--- src/rtl/arb_qos_pkg.sv ---
// Shared types and width helpers for the QoS weighted round-robin arbiter.
// Latency: n/a (types and constant functions only).
// Backpressure: n/a.
package arb_qos_pkg;

    typedef enum logic {
        ARB_RR  = 1'b0,
        ARB_WRR = 1'b1
    } arb_mode_e;

    typedef enum logic {
        ARB_IDLE  = 1'b0,
        ARB_OWNED = 1'b1
    } arb_state_e;

    // Width of a client index; never below 1 so a port can always be declared.
    function automatic int client_idx_w(input int n);
        return (n < 2) ? 1 : $clog2(n);
    endfunction

    // Width of a priority class field; a single class still uses 1 bit.
    function automatic int prio_w(input int n);
        return (n < 2) ? 1 : $clog2(n);
    endfunction

endpackage

--- src/rtl/arb_rr_pick.sv ---
// Rotating-priority picker: first set bit of i_mask strictly after i_ptr, wrapping.
// Latency: purely combinational.
// Backpressure: none; i_ptr itself is checked last so a lone previous owner can win.
// Ports: i_mask  candidate set
//        i_ptr   last winner
//        o_found any candidate present
//        o_idx   index of chosen candidate
//        o_onehot one-hot of chosen candidate (zero when none)
module arb_rr_pick
    import arb_qos_pkg::*;
#(
    parameter  int NUM_CLIENTS = 4,
    localparam int IDX_W       = client_idx_w(NUM_CLIENTS)
) (
    input  logic [NUM_CLIENTS-1:0] i_mask,
    input  logic [IDX_W-1:0]       i_ptr,
    output logic                   o_found,
    output logic [IDX_W-1:0]       o_idx,
    output logic [NUM_CLIENTS-1:0] o_onehot
);

    logic [IDX_W-1:0] w_cand;

    always_comb begin
        o_found  = 1'b0;
        o_idx    = '0;
        o_onehot = '0;
        w_cand   = '0;
        // Walk ptr+1, ptr+2, ... ptr; the first hit is the closest after the pointer.
        for (int k = 1; k <= NUM_CLIENTS; k++) begin
            w_cand = IDX_W'((int'(i_ptr) + k) % NUM_CLIENTS);
            if (!o_found && i_mask[w_cand]) begin
                o_found = 1'b1;
                o_idx   = w_cand;
            end
        end
        if (o_found) begin
            o_onehot[o_idx] = 1'b1;
        end
    end

endmodule

--- src/rtl/arbiter_wrr_qos.sv ---
// Weighted round-robin arbiter with lock, priority classes and anti-starvation aging.
// Latency: request sampled at edge t is granted at edge t+1 at the earliest; all o_* are flops.
// Backpressure: none; clients hold i_req until granted, tenure ends only on drop/weight/lock release.
// Ports: clk/rst       clock, async active-high reset
//        i_req/i_lock  per-client request and lock (lock honoured for owner only)
//        i_weight      packed per-client weight (W gives W+1 cycles in WRR mode)
//        i_prio        packed per-client class (NUM_PRIO-1 highest)
//        i_mode        0 plain RR, 1 WRR
//        i_age_limit   wait cycles before boost, 0 disables aging
//        o_gnt/o_gnt_id/o_gnt_valid/o_boosted  registered grant
module arbiter_wrr_qos
    import arb_qos_pkg::*;
#(
    parameter  int NUM_CLIENTS  = 4,
    parameter  int WEIGHT_WIDTH = 4,
    parameter  int NUM_PRIO     = 2,
    parameter  int AGE_WIDTH    = 6,
    localparam int IDX_W        = client_idx_w(NUM_CLIENTS),
    localparam int PRIO_W       = prio_w(NUM_PRIO)
) (
    input  logic                              clk,
    input  logic                              rst,
    input  logic [NUM_CLIENTS-1:0]            i_req,
    input  logic [NUM_CLIENTS-1:0]            i_lock,
    input  logic [NUM_CLIENTS*WEIGHT_WIDTH-1:0] i_weight,
    input  logic [NUM_CLIENTS*PRIO_W-1:0]     i_prio,
    input  logic                              i_mode,
    input  logic [AGE_WIDTH-1:0]              i_age_limit,
    output logic [NUM_CLIENTS-1:0]            o_gnt,
    output logic [IDX_W-1:0]                  o_gnt_id,
    output logic                              o_gnt_valid,
    output logic                              o_boosted
);

    arb_state_e              r_state;
    logic [IDX_W-1:0]        r_owner;
    logic [IDX_W-1:0]        r_gptr;
    logic [IDX_W-1:0]        r_cptr [NUM_PRIO];
    logic [WEIGHT_WIDTH-1:0] r_cnt;
    logic [AGE_WIDTH-1:0]    r_age  [NUM_CLIENTS];
    logic [NUM_CLIENTS-1:0]  r_gnt;
    logic                    r_gnt_vld;
    logic                    r_boosted;

    logic [PRIO_W-1:0]       w_cls [NUM_CLIENTS];
    logic [NUM_PRIO-1:0]     w_cls_any;
    logic [PRIO_W-1:0]       w_top_cls;
    logic [NUM_CLIENTS-1:0]  w_cls_mask;
    logic [NUM_CLIENTS-1:0]  w_boost_mask;
    logic [IDX_W-1:0]        w_cls_ptr;

    logic                    w_bst_found, w_cls_found;
    logic [IDX_W-1:0]        w_bst_idx, w_cls_idx;
    logic [NUM_CLIENTS-1:0]  w_bst_oh, w_cls_oh;

    logic                    w_win_found;
    logic                    w_win_boost;
    logic [IDX_W-1:0]        w_win_idx;
    logic [NUM_CLIENTS-1:0]  w_win_oh;
    logic [WEIGHT_WIDTH-1:0] w_win_weight;
    logic [PRIO_W-1:0]       w_win_cls;

    logic                    w_keep;
    logic                    w_nxt_vld;
    logic [IDX_W-1:0]        w_nxt_idx;

    // Per-client class, clamping out-of-range encodings to the top class.
    always_comb begin
        for (int i = 0; i < NUM_CLIENTS; i++) begin
            w_cls[i] = i_prio[i*PRIO_W +: PRIO_W];
            if (int'(w_cls[i]) >= NUM_PRIO) begin
                w_cls[i] = PRIO_W'(NUM_PRIO - 1);
            end
        end
    end

    // Highest requesting class and the requests belonging to it.
    always_comb begin
        w_cls_any = '0;
        w_top_cls = '0;
        for (int i = 0; i < NUM_CLIENTS; i++) begin
            if (i_req[i]) begin
                w_cls_any[w_cls[i]] = 1'b1;
            end
        end
        for (int p = 0; p < NUM_PRIO; p++) begin
            if (w_cls_any[p]) begin
                w_top_cls = PRIO_W'(p);
            end
        end
        w_cls_ptr = r_cptr[w_top_cls];
        for (int i = 0; i < NUM_CLIENTS; i++) begin
            w_cls_mask[i]   = i_req[i] && (w_cls[i] == w_top_cls);
            w_boost_mask[i] = i_req[i] && (i_age_limit != '0) && (r_age[i] == i_age_limit);
        end
    end

    arb_rr_pick #(.NUM_CLIENTS(NUM_CLIENTS)) u_pick_boost (
        .i_mask   (w_boost_mask),
        .i_ptr    (r_gptr),
        .o_found  (w_bst_found),
        .o_idx    (w_bst_idx),
        .o_onehot (w_bst_oh)
    );

    arb_rr_pick #(.NUM_CLIENTS(NUM_CLIENTS)) u_pick_cls (
        .i_mask   (w_cls_mask),
        .i_ptr    (w_cls_ptr),
        .o_found  (w_cls_found),
        .o_idx    (w_cls_idx),
        .o_onehot (w_cls_oh)
    );

    // Boosted clients override class priority.
    always_comb begin
        w_win_boost  = w_bst_found;
        w_win_found  = w_bst_found || w_cls_found;
        w_win_idx    = w_bst_found ? w_bst_idx : w_cls_idx;
        w_win_oh     = w_bst_found ? w_bst_oh  : w_cls_oh;
        w_win_cls    = w_cls[w_win_idx];
        w_win_weight = '0;
        for (int i = 0; i < NUM_CLIENTS; i++) begin
            if (w_win_idx == IDX_W'(i)) begin
                w_win_weight = i_weight[i*WEIGHT_WIDTH +: WEIGHT_WIDTH];
            end
        end
    end

    assign w_keep    = (r_state == ARB_OWNED) && i_req[r_owner] &&
                       (i_lock[r_owner] || (r_cnt != '0));
    assign w_nxt_vld = w_keep || w_win_found;
    assign w_nxt_idx = w_keep ? r_owner : w_win_idx;

    always_ff @(posedge clk or posedge rst) begin
        if (rst) begin
            r_state   <= ARB_IDLE;
            r_owner   <= '0;
            r_gptr    <= IDX_W'(NUM_CLIENTS - 1);
            r_cnt     <= '0;
            r_gnt     <= '0;
            r_gnt_vld <= 1'b0;
            r_boosted <= 1'b0;
            for (int p = 0; p < NUM_PRIO; p++) begin
                r_cptr[p] <= IDX_W'(NUM_CLIENTS - 1);
            end
            for (int i = 0; i < NUM_CLIENTS; i++) begin
                r_age[i] <= '0;
            end
        end else begin
            // Age never exceeds the live limit, which also bounds it below 2^AGE_WIDTH.
            for (int i = 0; i < NUM_CLIENTS; i++) begin
                if (!i_req[i] || (w_nxt_vld && (w_nxt_idx == IDX_W'(i)))) begin
                    r_age[i] <= '0;
                end else if (r_age[i] >= i_age_limit) begin
                    r_age[i] <= i_age_limit;
                end else begin
                    r_age[i] <= r_age[i] + AGE_WIDTH'(1);
                end
            end

            if (w_keep) begin
                if (r_cnt != '0) begin
                    r_cnt <= r_cnt - WEIGHT_WIDTH'(1);
                end
            end else if (w_win_found) begin
                r_state           <= ARB_OWNED;
                r_owner           <= w_win_idx;
                r_gnt             <= w_win_oh;
                r_gnt_vld         <= 1'b1;
                r_boosted         <= w_win_boost;
                r_cnt             <= (arb_mode_e'(i_mode) == ARB_WRR) ? w_win_weight : '0;
                r_gptr            <= w_win_idx;
                r_cptr[w_win_cls] <= w_win_idx;
            end else begin
                // Nobody requesting: release; pointers and last id hold.
                r_state   <= ARB_IDLE;
                r_gnt     <= '0;
                r_gnt_vld <= 1'b0;
                r_boosted <= 1'b0;
                r_cnt     <= '0;
            end
        end
    end

    assign o_gnt       = r_gnt;
    assign o_gnt_id    = r_owner;
    assign o_gnt_valid = r_gnt_vld;
    assign o_boosted   = r_boosted;

endmodule

--- config.mk ---
export PLATFORM = sky130hd
export DESIGN_NAME = arbiter_wrr_qos
export DESIGN_NICKNAME = d
export VERILOG_FILES = /design/src/rtl/arb_qos_pkg.sv /design/src/rtl/arb_rr_pick.sv /design/src/rtl/arbiter_wrr_qos.sv
export SDC_FILE = /design/constraint.sdc
export NUM_CORES = 1
export LEC_CHECK = 0
export ABC_AREA = 1
export CAP_MARGIN = 5
export CELL_PAD_IN_SITES_DETAIL_PLACEMENT = 1
export CELL_PAD_IN_SITES_GLOBAL_PLACEMENT = 1
export CORE_ASPECT_RATIO = 1.25
export CORE_UTILIZATION = 45
export DETAILED_ROUTE_END_ITERATION = 12
export PLACE_DENSITY_LB_ADDON = 0.3
export SLEW_MARGIN = 5
export SYNTH_ARGS = -nofsm -noshare
export SYNTH_HDL_FRONTEND = slang
export SYNTH_HIERARCHICAL = 1
export SYNTH_SLANG_ARGS = --single-unit
--- constraint.sdc ---
create_clock -name clk -period 8.1 [get_ports clk]
set_input_delay 2.025 -clock clk [delete_from_list [all_inputs] [get_ports clk]]
set_output_delay 2.025 -clock clk [all_outputs]
set_load 0.02 [all_outputs]
======== After elaboration in Yosys (flattened, before gate mapping) ========
Cells that the tools add are included.
cells by class
  add/subtract/negate cells ............... 13
  order comparisons ....................... 29
  equal/unequal tests ..................... 15
  muxes and demuxes ....................... 85
  bitwise operators ....................... 7
  reduce and logical (&&, ||, !) cells .... 53
operators by type and width
  operator                                                                      count
  6-bit two-way mux                                                             8
  4-bit two-way mux                                                             11
  2-bit two-way mux                                                             18
  2-bit by 3-bit less-than comparator with 1-bit output, second input constant  11
  1-bit logical AND                                                             31
  1-bit two-way mux                                                             29
  6-bit by 1-bit adder with 6-bit output, second input constant                 4
  6-bit equality test                                                           4
  6-bit greater-or-equal comparator                                             4
  1-bit binary-select mux with 2-bit select                                     11
  1-bit zero test                                                               10
  2-bit by 1-bit adder with 2-bit output, second input constant                 4
  2-bit adder, second input constant                                            4
  2-bit equality test, second input constant                                    4
  1-bit by 2-bit less-than comparator with 1-bit output, second input constant  4
  1-bit logical OR                                                              7
  2-bit bitwise OR                                                              3
  6-bit nonzero test                                                            1
  4-bit bitwise mux                                                             1
  1-bit demux with 1-bit select                                                 4
  1-bit demux with 2-bit select                                                 2
  1-bit equality test                                                           4
  2-bit by 1-bit equality test with 1-bit output, second input constant         2
  1-bit greater-or-equal comparator, second input constant                      4
  13 further kinds                                                              17
storage, ports and cells
  flip-flop bits (word level) ............. 42
  input port bits ......................... 37
  output and inout bits ................... 8
  logic and storage cells ................. 214

======== Logic depth before layout (Yosys ltp) ========
  word-level depth ........................ 40
  depth in mapped cells ................... 24
  mapped depth without buffers ............ 24

======== Cells and area by module ========
The synthesis kept the hierarchy.
by module, submodules not included
  module                      times used  cells each  area an instance (um^2)  sequential area each (um^2)
  arbiter_wrr_qos             1           405         3,244.4                  1,058.5
  arb_rr_pick (u_pick_boost)  1           75          379.1                    0.0
  arb_rr_pick (u_pick_cls)    1           64          325.3                    0.0

======== Least setup slack after synthesis ========
OpenSTA, ideal clock, no wires.
  path type ............................... input to register
  start point ............................. in i_age_limit[5]
  end point ............................... reg r_cptr[3] in the netlist's numbering
  arrival time ............................ 4,451 ps
  required time ........................... 8,020 ps
  setup slack ............................. 3,569 ps
  stages .................................. 22
  cell sequence ........................... inv_1 > ha_1 > nand2_1 > nor2_1 > nand3_1 > nor3b_1 > nand2_1 > nand2_2 > nand2_2 > nand2_4 > nor2_1 > nand2_2 > buf_4 > inv_2 > nand2_2 > nand2_4 > inv_2 > nand2_1 > o211ai_2 > nand2_2 > nand2_1 > o21ai_1
on the way
  longest elaborated chain between the ends .. 26
  elaborated cells between the ends (all ways) .. 49
ends and longest elaborated chain
  item                                                                                                                              RTL line                RTL
  start: declaration                                                                                                                arbiter_wrr_qos.sv:28   input logic [AGE_WIDTH-1:0] i_age_limit,
  6-bit nonzero test                                                                                                                arbiter_wrr_qos.sv:94   w_boost_mask[i] = i_req[i] && (i_age_limit != '0) && (r_age[i] == i_age_limit);
  1-bit logical AND                                                                                                                 arbiter_wrr_qos.sv:94
  1-bit logical AND *                                                                                                               arbiter_wrr_qos.sv:94
  via w_boost_mask[0]                                                                                                               arbiter_wrr_qos.sv:49   logic [NUM_CLIENTS-1:0] w_boost_mask;
  1-bit binary-select mux with 2-bit select                                                                                         arb_rr_pick.sv:32       if (!o_found && i_mask[w_cand]) begin
  1-bit two-way mux (not written as such)                                                                                           arb_rr_pick.sv:32
  1-bit two-way mux                                                                                                                 arb_rr_pick.sv:32
  1-bit zero test                                                                                                                   arb_rr_pick.sv:32
  [... 8 more ...]                                                                                                                  -
  via w_bst_found                                                                                                                   arbiter_wrr_qos.sv:52   logic w_bst_found, w_cls_found;
  [... 2 more ...]                                                                                                                  -
  1-bit binary-select mux with 2-bit select                                                                                         arbiter_wrr_qos.sv:120  w_win_cls = w_cls[w_win_idx];
  1-bit two-way mux (not written as such) (2 in series)                                                                             arbiter_wrr_qos.sv:120
  1-bit inverter with 2-bit output (not written as such)                                                                            arbiter_wrr_qos.sv:173  r_cptr[w_win_cls] <= w_win_idx;
  2-bit greater-or-equal comparator (not written as such) or 2-bit by 1-bit less-than comparator with 1-bit output (tied branches)  arbiter_wrr_qos.sv:173
  1-bit logical AND (not written as such)                                                                                           arbiter_wrr_qos.sv:173
  2-bit two-way mux (not written as such)                                                                                           arbiter_wrr_qos.sv:173
  2-bit demux with 1-bit select                                                                                                     arbiter_wrr_qos.sv:173
  4-bit bitwise mux                                                                                                                 arbiter_wrr_qos.sv:173
  end signal: indexed assignment                                                                                                    arbiter_wrr_qos.sv:144  r_cptr[p] <= IDX_W'(NUM_CLIENTS - 1);
  end signal: indexed assignment                                                                                                    arbiter_wrr_qos.sv:173
  end: declaration                                                                                                                  arbiter_wrr_qos.sv:38   logic [IDX_W-1:0] r_cptr [NUM_PRIO];
The timed path passes the listed nets; every way through them passes the cells marked *. The select of a mux whose other input is x is not followed.
A chain may end at the register's enable or synchronous reset.

======== Final worst setup path ========
  start point ............................. in i_req[3]
  end point ............................... reg r_cptr[3] in the netlist's numbering
on the way
  longest elaborated chain between the ends .. 30
  elaborated cells between the ends (all ways) .. 83
ends and longest elaborated chain
  item                                                                                                                              RTL line                RTL
  start: declaration                                                                                                                arbiter_wrr_qos.sv:23   input logic [NUM_CLIENTS-1:0] i_req,
  2-bit two-way mux *                                                                                                               arbiter_wrr_qos.sv:82   if (i_req[i]) begin
  1-bit two-way mux *                                                                                                               arbiter_wrr_qos.sv:87   if (w_cls_any[p]) begin
  1-bit inverter with 2-bit output (not written as such) *                                                                          arbiter_wrr_qos.sv:91   w_cls_ptr = r_cptr[w_top_cls];
  2-bit two-way mux (not written as such) * (3 in series)                                                                           arbiter_wrr_qos.sv:91
  via w_cls_ptr[0]                                                                                                                  arbiter_wrr_qos.sv:50   logic [IDX_W-1:0] w_cls_ptr;
  2-bit by 1-bit adder with 2-bit output                                                                                            arb_rr_pick.sv:31       w_cand = IDX_W'((int'(i_ptr) + k) % NUM_CLIENTS);
  1-bit binary-select mux with 2-bit select                                                                                         arb_rr_pick.sv:32
  1-bit two-way mux (not written as such)                                                                                           arb_rr_pick.sv:32
  [... 10 more ...]                                                                                                                 -
  via w_cls_idx[0]                                                                                                                  arbiter_wrr_qos.sv:53   logic [IDX_W-1:0] w_bst_idx, w_cls_idx;
  [... 2 more ...]                                                                                                                  -
  1-bit binary-select mux with 2-bit select *                                                                                       arbiter_wrr_qos.sv:120
  1-bit two-way mux (not written as such) * (2 in series)                                                                           arbiter_wrr_qos.sv:120
  1-bit inverter with 2-bit output (not written as such) *                                                                          arbiter_wrr_qos.sv:173
  2-bit greater-or-equal comparator (not written as such) or 2-bit by 1-bit less-than comparator with 1-bit output (tied branches)  arbiter_wrr_qos.sv:173
  1-bit logical AND (not written as such)                                                                                           arbiter_wrr_qos.sv:173
  2-bit two-way mux (not written as such)                                                                                           arbiter_wrr_qos.sv:173
  2-bit demux with 1-bit select *                                                                                                   arbiter_wrr_qos.sv:173
  4-bit bitwise mux *                                                                                                               arbiter_wrr_qos.sv:173
Marks and branches as above.

==> flow_summary.yaml <==
cells_and_area:
  n_fill_cell: 1084
  synthToLayoutAreaGrowth_pct: 16.8
  layout-drive-gt1-share_pct: 18.8
  fin_cells: 707
  antenna_cells: 0
  postLayoutCellArea_um2: 4610
  ff_latch_area_um2: 1060
  multi_input_area_um2: 2610
  nNetsFinal: 655
clock_network:
  cts_inserted_buffers: 5
  numClockSinks: 42
  cts_hold_buf: 0
  path_clk_slew_ns: 0.09
  cts.root.buffer_cell: "clkbuf_8"
  h-tree-depth: 2
  clk_path_buf_depth: 2
  ctsResizeCount: 0
  worstSkewPairLatency_ns: 0.30
  postCtsSetupRepairBufs: 0
  cts_tree: "built"
routing:
  first_iter_violations: 97
  vias: 3750
  dr.pass1.iters: 4
  viasPerCell: 5.30
  totalWireLength_um: 10700
  ant_nets: 0
  drc: 0
  wl_per_cell_um: 15.2
run:
  cap_violations: 0
floorplanning:
  pin_count: 45
  fp.coreArea_um2: 8380
  die-area_um2: 9160
  num_rows: 37
  die_w_um: 85.8
  die_h_um: 107
  initial_utilization_pct: 47.1
grt:
  antenna_found_initial: 0
  track_usage_pct: 25.8
  grt_pass1_vias: 4145
  grt_max_degree: 43
  grt_pass1_wl_um: 18900
  overflow: 0
placement:
  portBuffers: 44
  hpwlAfterDp_um: 8570
  gp_congestion: 0.855
  dpl.cell_count: 699
  dpl_cell_area_um2: 4510
critical_path:
  path_cells: "clkdlybuf4s50_1 -> nand2_1 -> nand2_1 -> nor2_1 -> o21ai_0 -> inv_2 -> nand2_1 -> nand3_1 -> nand2_1 -> o21ai_0 -> nand2_1 -> nand2_2 -> nand2_2 -> nand2_4 -> inv_2 -> nand2_1 -> o211ai_2 -> nand2_2 -> o21ai_1"
  crit_top_cell: "nand2_1"
  path_max_fanout: 11
  crit_end: "r_cptr[3]"
  reg2reg_from: "r_cptr[0]"
  arrival_ns: 6.01
  r2r_slack_ns: 4.53
  crit_path_start: "i_req[3]"
  crit-reg2reg-capture: "r_cptr[3]"
  path_class: "in -> reg"
  slowest_stage: "o21ai_0"
  end_kind: "flip-flop"
  start_kind: "primary input"
  cpPeakStageDelay_ns: 0.90
  cp.required_ns: 8.33
  r2r_cells: 16
logic_synthesis:
  synthArstFlopShare_pct: 100
  syn-num-nets: 610
  ys.flop_type: "dfrtp_1"
  yosysUniqueCellTypes: 32
  syn_avg_cell_area_um2: 7.26
  netlist_area_um2: 3950
  ys.warnings.count: 6
  syn_inst: 544
  synth-seq-cells: 42
  synth_edf_count: 0
  ys_seq_area_share_pct: 26.8
sta:
  clock.fmax_mhz: 173
  min_period_over_period_pct: 71.4
  final_hold_viol_count: 0
  min_period_ns: 5.78
  setup_viol: 0
  relSlewSlack_pct: 21.8
  tns_ns: 0
  final.setup_skew_ns: 0.0113
  rsz0062_at_grt: "false"
  worst_pin_slew_ns: 1.16
  slew_violations: 0
status:
  status: "finished, final reports clean"
power:
  irDropWorstVdd_mv: 0.224
  powerDensity_nw_per_um2: 413
  cellLeakagePower_nw: 2.21
hold_path:
  min_path_type: "reg -> reg"
==> placed cells by master, fill, tap and decap left out, types with 19 or more instances in the layout <==
cell | synthesis | routed
nand2_1 | 140 | 140
o21ai_0 | 51 | 51
inv_1 | 50 | 50
clkdlybuf4s50_1 | 0 | 44
dfrtp_1 | 36 | 36
nand3_1 | 35 | 35
nor2_1 | 29 | 29
ha_1 | 29 | 29
nor2_2 | 27 | 27
nand2_2 | 24 | 24
nand2_4 | 19 | 19
==> report_power, final <==
| part | switching [mW] | internal, mW |
|---|---|---|
| Clock | 0.0767 | 0.0924 |
| Sequential | 0.0844 | 0.307 |
| Combinational | 0.887 | 0.458 |
==> worst max-delay path: cells and delay by family <==
family          cells  cell delay [ns]
compound gates      4             1.46
buf+inv             3             0.96
simple gates       12             1.54
==> per-layer routing <==
layer / global-route usage [%] / vias up / routed length, um
met3: 3.23 / 12 / 294
met4: 6.43 / 0 / 164
met1: 28.7 / 1824 / 4290
met2: 51.0 / 63 / 5970
li1: - / 1851 / -
met5: 0 / - / 0
==> Yosys cell counts, types with 2 or more instances <==
master / number / share of area (%)
clkbuf_1: 4 / 0.38
dfrtp_1: 36 / 23
ha_1: 29 / 9.2
nor2_8: 2 / 1.0
xnor2_1: 8 / 1.8
nand2_8: 2 / 1.0
nor3b_1: 3 / 0.57
nand3_1: 35 / 4.4
inv_2: 12 / 1.1
buf_4: 3 / 0.57
o2111ai_1: 4 / 0.89
mux2i_1: 4 / 1.0
nand2_2: 24 / 3.8
nand3_2: 6 / 1.5
dfstp_2: 6 / 4.0
nand4_1: 6 / 0.95
inv_1: 50 / 4.8
nor2_4: 3 / 0.86
nor3_1: 2 / 0.25
nand2_4: 19 / 5.4
nand2_1: 140 / 13
nand3b_1: 6 / 1.1
o21ai_1: 2 / 0.25
xor2_1: 9 / 2.0
o21ai_0: 51 / 6.5
a21oi_1: 14 / 1.8
nor2_2: 27 / 4.3
o22ai_1: 5 / 0.79
nor2_1: 29 / 2.8
==> registers in the layout, indices dropped and copies added (netlist names) <==
| name | count |
|---|---|
| o_gnt_id | 2 |
| o_gnt_valid | 1 |
| r_cnt | 4 |
| r_cptr | 4 |
| r_gptr | 2 |
| o_boosted | 1 |
| o_gnt | 4 |
| r_age | 24 |
==> metrics by stage <==
step,util (%),hold slack [ns],power [mW],worst slack (ns)
after floorplan,-,0.450,1.43,3.57
after global placement,53.8,0.459,1.67,2.25
after detailed placement,53.8,0.467,1.74,2.07
after CTS,55.0,0.481,1.92,2.37
after global routing,55.0,0.498,2.10,1.91
final,55.0,0.479,1.91,2.32
==> layout make-up <==
cell class,count,area share [%]
multi-input combinational,432,56.7
sequential,42,23.0
inverter,63,5.18
clock inverter,1,0.651
tap,117,3.17
clock buffer,7,1.65
timing repair buffer,45,9.71
==> worst min-delay path by stage <==
stage	cells past startpoint	slack [ns]	to	start
2_1_floorplan	2	0.45	r_cptr[2]	r_cptr[2]
3_3_place_gp	2	0.46	r_cptr[2]	r_cptr[2]
3_5_place_dp	2	0.47	r_cptr[2]	r_cptr[2]
4_1_cts	2	0.48	r_cptr[2]	r_cptr[2]
5_1_grt	2	0.50	r_cptr[2]	r_cptr[2]
6_report	2	0.48	r_cptr[2]	r_cptr[2]
==> logic make-up after synthesis <==
group / count (synthesis) / synth area share (%)
AOI/OAI and AO/OA: 77 / 10.5
xor gates and xnor gates: 17 / 3.77
adders and majority gates: 29 / 9.19
buffers and inverters: 70 / 7.00
DFF: 42 / 26.8
muxes: 4 / 1.01
and+or+nand+nor: 305 / 41.7
(Power assumes the default switching activity.)
